`src/rtl/serial_addsub.sv`:
```
`default_nettype none
// ============================================================================
// Module   : serial_addsub (with bit cell fas)
// Purpose  : Bit-serial W-bit add/subtract sequencer driving one fas cell,
//            LSB first, with carry/borrow and signed-overflow flags.
// Revision : 1.0 - initial release
// ============================================================================

module fas (
    input  logic a,
    input  logic b,
    input  logic cin,
    input  logic a_ns,
    output logic s,
    output logic cout
);
    assign s    = a ^ b ^ cin;
    // Add: majority carry. Subtract: borrow of a - b - cin.
    assign cout = a_ns ? ((a & b) | (a & cin) | (b & cin))
                       : ((~a & b) | (~a & cin) | (b & cin));
endmodule

module serial_addsub #(
    parameter int W = 8
) (
    input  logic         clk,
    input  logic         rst_n,
    input  logic         start,
    input  logic         a_ns,
    input  logic [W-1:0] op_a,
    input  logic [W-1:0] op_b,
    output logic         ready,
    output logic         done,
    output logic [W-1:0] result,
    output logic         carry,
    output logic         ovf
);
    localparam int CNT_W = $clog2(W);
    localparam logic [CNT_W-1:0] C_LAST = CNT_W'(W - 1);

    typedef enum logic [1:0] {
        S_IDLE = 2'd0,
        S_RUN  = 2'd1,
        S_DONE = 2'd2
    } state_t;

    state_t r_state;
    state_t w_next;

    logic [W-1:0]     r_sa;
    logic [W-1:0]     r_sb;
    // Only the upper W-1 result bits are kept; bit 0 would be shifted out
    // on the completing edge anyway.
    logic [W-2:0]     r_sr;
    logic             r_c;
    logic             r_op;
    logic             r_a_msb;
    logic             r_b_msb;
    logic [CNT_W-1:0] r_cnt;

    logic             w_s;
    logic             w_cout;
    logic             w_accept;
    logic             w_last;
    logic [W-1:0]     w_sr_next;
    logic             w_ovf;

    fas u_fas (
        .a    (r_sa[0]),
        .b    (r_sb[0]),
        .cin  (r_c),
        .a_ns (r_op),
        .s    (w_s),
        .cout (w_cout)
    );

    assign w_accept  = (r_state != S_RUN) && start;
    assign w_last    = (r_state == S_RUN) && (r_cnt == C_LAST);
    assign w_sr_next = {w_s, r_sr};
    assign w_ovf     = r_op ? ((r_a_msb == r_b_msb) && (w_s != r_a_msb))
                            : ((r_a_msb != r_b_msb) && (w_s != r_a_msb));

    always_ff @(posedge clk or negedge rst_n) begin
        if (!rst_n) begin
            r_state <= S_IDLE;
        end else begin
            r_state <= w_next;
        end
    end

    always_comb begin
        w_next = r_state;
        ready  = 1'b1;
        done   = 1'b0;
        case (r_state)
            S_IDLE: begin
                if (start) w_next = S_RUN;
            end
            S_RUN: begin
                ready = 1'b0;
                if (w_last) w_next = S_DONE;
            end
            S_DONE: begin
                done   = 1'b1;
                w_next = start ? S_RUN : S_IDLE;
            end
            default: begin
                w_next = S_IDLE;
            end
        endcase
    end

    always_ff @(posedge clk or negedge rst_n) begin
        if (!rst_n) begin
            r_sa    <= '0;
            r_sb    <= '0;
            r_sr    <= '0;
            r_c     <= 1'b0;
            r_op    <= 1'b0;
            r_a_msb <= 1'b0;
            r_b_msb <= 1'b0;
            r_cnt   <= '0;
            result  <= '0;
            carry   <= 1'b0;
            ovf     <= 1'b0;
        end else if (w_accept) begin
            r_sa    <= op_a;
            r_sb    <= op_b;
            r_op    <= a_ns;
            r_a_msb <= op_a[W-1];
            r_b_msb <= op_b[W-1];
            r_c     <= 1'b0;
            r_cnt   <= '0;
        end else if (r_state == S_RUN) begin
            r_sa  <= {1'b0, r_sa[W-1:1]};
            r_sb  <= {1'b0, r_sb[W-1:1]};
            r_sr  <= w_sr_next[W-1:1];
            r_c   <= w_cout;
            r_cnt <= r_cnt + 1'b1;
            if (w_last) begin
                result <= w_sr_next;
                carry  <= w_cout;
                ovf    <= w_ovf;
            end
        end
    end
endmodule

`default_nettype wire

```
`config.mk`:
```
export PLATFORM = sky130hd
export DESIGN_NAME = serial_addsub
export DESIGN_NICKNAME = d
export VERILOG_FILES = /design/src/rtl/serial_addsub.sv
export SDC_FILE = /design/constraint.sdc
export NUM_CORES = 1
export LEC_CHECK = 0
export BUFFER_PORTS_ARGS = -buffer_cell sky130_fd_sc_hd__buf_4
export CORE_ASPECT_RATIO = 0.8
export CORE_MARGIN = 4
export CORE_UTILIZATION = 59
export CTS_CLUSTER_DIAMETER = 60
export CTS_CLUSTER_SIZE = 24
export DETAILED_ROUTE_END_ITERATION = 6
export PLACE_DENSITY = 0.94
export SYNTH_ARGS = -nofsm -noshare
export SYNTH_HDL_FRONTEND = slang
export SYNTH_HIERARCHICAL = 1
export SYNTH_SLANG_ARGS = --single-unit
```
`constraint.sdc`:
```
create_clock -name clk -period 3.8 [get_ports clk]
set_input_delay 0.19 -clock clk [delete_from_list [all_inputs] [get_ports clk]]
set_output_delay 0.19 -clock clk [all_outputs]
set_load 0.02 [all_outputs]
```
==> results.yml <==
power:
  p_seq_share_pct: 44.0
  sw_frac_of_total_pct: 35.77
  pwr-share-comb_pct: 37.6
  p_int_mw: 1.122
  ir_drop_mv: 0.5013
  power.switching_uw: 625.0
  leakage_nw: 1.162
  power_density_nw_per_um2: 781.0
  pwr-share-clk_pct: 18.4
  totalPowerFinal_mw: 1.747
floorplanning:
  ios: 32
  coreArea_um2: 3108
  initial_core_util_pct: 61.47
  dieArea_um2: 4218
  die_h_um: 58.90
  num_rows: 18
  die_w_um: 71.62
setup_path:
  crit_required_ps: 3610
  crit_type: "register to primary output"
  cp_max_fo: 44
  worstPathArrival_ps: 1820
  end_kind: "primary output"
  critPathLaunchType: "register"
route:
  drt_pass1_iterations: 4
  drt_wl_total_um: 3260
  vias_per_cell: 5.270
  drt_iter0_markers: 85
  vias: 1249
  wl_per_cell_um: 13.76
  route.detailed.drc: 0
  ant_nets: 0
timing:
  finalMaxSlewViolations: 0
  clock.fmax_mhz: 497.9
  setup_tns_ps: 0
  hold_viol_final: 0
  fin_crit_ps: 2008
  worst_pin_slew_ps: 878.8
  grt_setup_unrepaired: "no"
  setup_viol: 0
  slew_headroom_pct: 41.29
  period_share_pct: 52.85
  finalClockSkew_ps: 6.339
run_status:
  status: "complete, no violations"
yosys:
  ys_ff_latch: 42
  synth.most_common_cell: "nand2_1"
  synth_compound_area_share_pct: 5.435
  synth_area_um2: 1911
  synth_ff_type: "dfrtp_1"
  synth_mux_area_share_pct: 17.62
  synth.top_cell.area_share_pct: 55.01
  ys.warnings.count: 6
  syn_avg_cell_area_um2: 11.51
  synth_area_leaders: "dfrtp_1 (55%), mux2i_1 (10%), nand2_1 (8.4%)"
  synthSimpleGateAreaFrac_pct: 13.16
  netlist_top_cells_count: "nand2_1 (43), dfrtp_1 (42), mux2i_1 (19)"
  syn_inst: 166
  syn_nets: 190
  synthAdderAreaFrac_pct: 2.620
  yosysTopAreaCell: "dfrtp_1"
  async_flop_share_pct: 100.0
  synth_xor_xnor_area_share_pct: 0.9168
  synth_top_family_by_area: "multiplexers"
  yosysSeqAreaShare_pct: 55.01
  synth_edf_count: 0
  ys_types: 22
placement:
  hpwl_um: 2240
  placed_cell_area_um2: 2117
  place_inst: 228
  portBuffers: 31
  gp_congestion: 0.7007
final_layout:
  final_nets: 220
  fin_cells: 237
  drive_gt1_share_pct: 27.92
  antenna-diode-count: 0
  final_area_um2: 2237
  syn_to_final_growth_pct: 17.09
run:
  drv_cap: 0
hold_path:
  worstHoldPathType: "input port to register"
clock_tree:
  cts_made_buffers: 5
  clk_latency_ps: 290
  clkSinkCount: 42
  cts_resized: 0
  cts_tree: "built"
  clk_pin_slew_ps: 70
  cts_buffer_depth: 2
  ctsRootBufferMaster: "clkbuf_8"
  htreeDepth: 2
global_route:
  grt_max_degree: 45
  overflow: 0
  grt_pass1_vias: 1336
  grt_pass1_wl_um: 5623
  antenna_found_initial: 0
  grtUsageTotal_pct: 17.17
[timing repair]
action,4_1_cts,5_1_grt
endpoints found under the hold margin,42,0
hold buffers,1,0
buffers inserted,0,0
[stage by stage]
| step | worst slack [ps] | utilization, % | hold slack [ps] |
|---|---|---|---|
| 6_report | 1792 | 71.98 | 140.7 |
| 5_1_grt | 1632 | 71.98 | 131.6 |
| 4_1_cts | 1792 | 71.98 | 138.1 |
| 3_5_place_dp | 1932 | 68.12 | 199.7 |
| 3_3_place_gp | 2006 | 68.12 | 187.7 |
| 2_1_floorplan | 2329 | - | -105.6 |
[routing by layer]
layer / global-route usage [%] / vias to the layer above / part of all wire [%]
met5: 0 / - / 0
met4: 6.702 / 0 / 2.0
met3: 4.266 / 8 / 3.1
met2: 29.19 / 21 / 48
met1: 21.31 / 609 / 47
li1: - / 611 / -
[worst max-delay path, stage by stage, from the launching register on]
cell,delay [ps]
dfrtp_1,430
nor2b_4,760
inv_6,130
buf_4,210
[placed cells by master (no fill, tap or decap), drive strengths merged, types with 3 or more instances in the layout]
cell | Yosys | final
nand2 | 44 | 44
dfrtp | 42 | 42
buf | 8 | 31
mux2i | 19 | 19
o21ai | 18 | 18
mux2 | 12 | 12
clkbuf | 1 | 8
inv | 5 | 5
ha | 4 | 4
nor2b | 3 | 3
[final cells by class]
class                   instances  area [um2]
clock buffers                   8       110.1
fillers                       206       870.8
repair buffers                 32       242.7
multi-input cells             110       759.5
well taps                      40       50.05
inverters                       5       23.77
flip-flops and latches         42        1051
[state kept, by name (all words and copies together), names as in the netlist]
signal   flops
r_sa         8
r_sb         8
result       8
r_sr         7
r_cnt        3
r_state      2
carry        1
ovf          1
r_a_msb      1
r_b_msb      1
r_c          1
r_op         1
[power by group through the flow]
stage | combinational, mW | clock [mW] | sequential (mW)
2_1_floorplan | 0.471 | 0 | 0.796
3_3_place_gp | 0.625 | 0 | 0.758
3_5_place_dp | 0.656 | 0 | 0.775
4_1_cts | 0.666 | 0.326 | 0.770
5_1_grt | 0.738 | 0.345 | 0.796
6_report | 0.656 | 0.322 | 0.769
[worst paths after layout]
path | from | end | slack [ps] | cells past startpoint
hold reg to reg | r_sr[0] | r_sr[0] | 480 | 2
max in group asynchronous | rst_n | r_c | 3030 | 2
hold / removal | a_ns | r_op | 140 | 2
min in group asynchronous | rst_n | r_sb[0] | 410 | 2
setup reg to reg | r_state[0] | r_b_msb | 1930 | 4
setup / recovery | r_state[0] | ready | 1790 | 3
[kinds of logic (layout without fill, tap and decap cells)]
group / count (synthesis) / after routing
AND/OR/NAND/NOR: 53 / 53
flip-flops: 42 / 42
multiplexers: 31 / 31
AO/OA/AOI/OAI: 20 / 20
buffers and inverters: 14 / 45
adder cells (fa/ha/maj): 4 / 4
XOR/XNOR: 2 / 2
(Power assumes the default switching activity.)
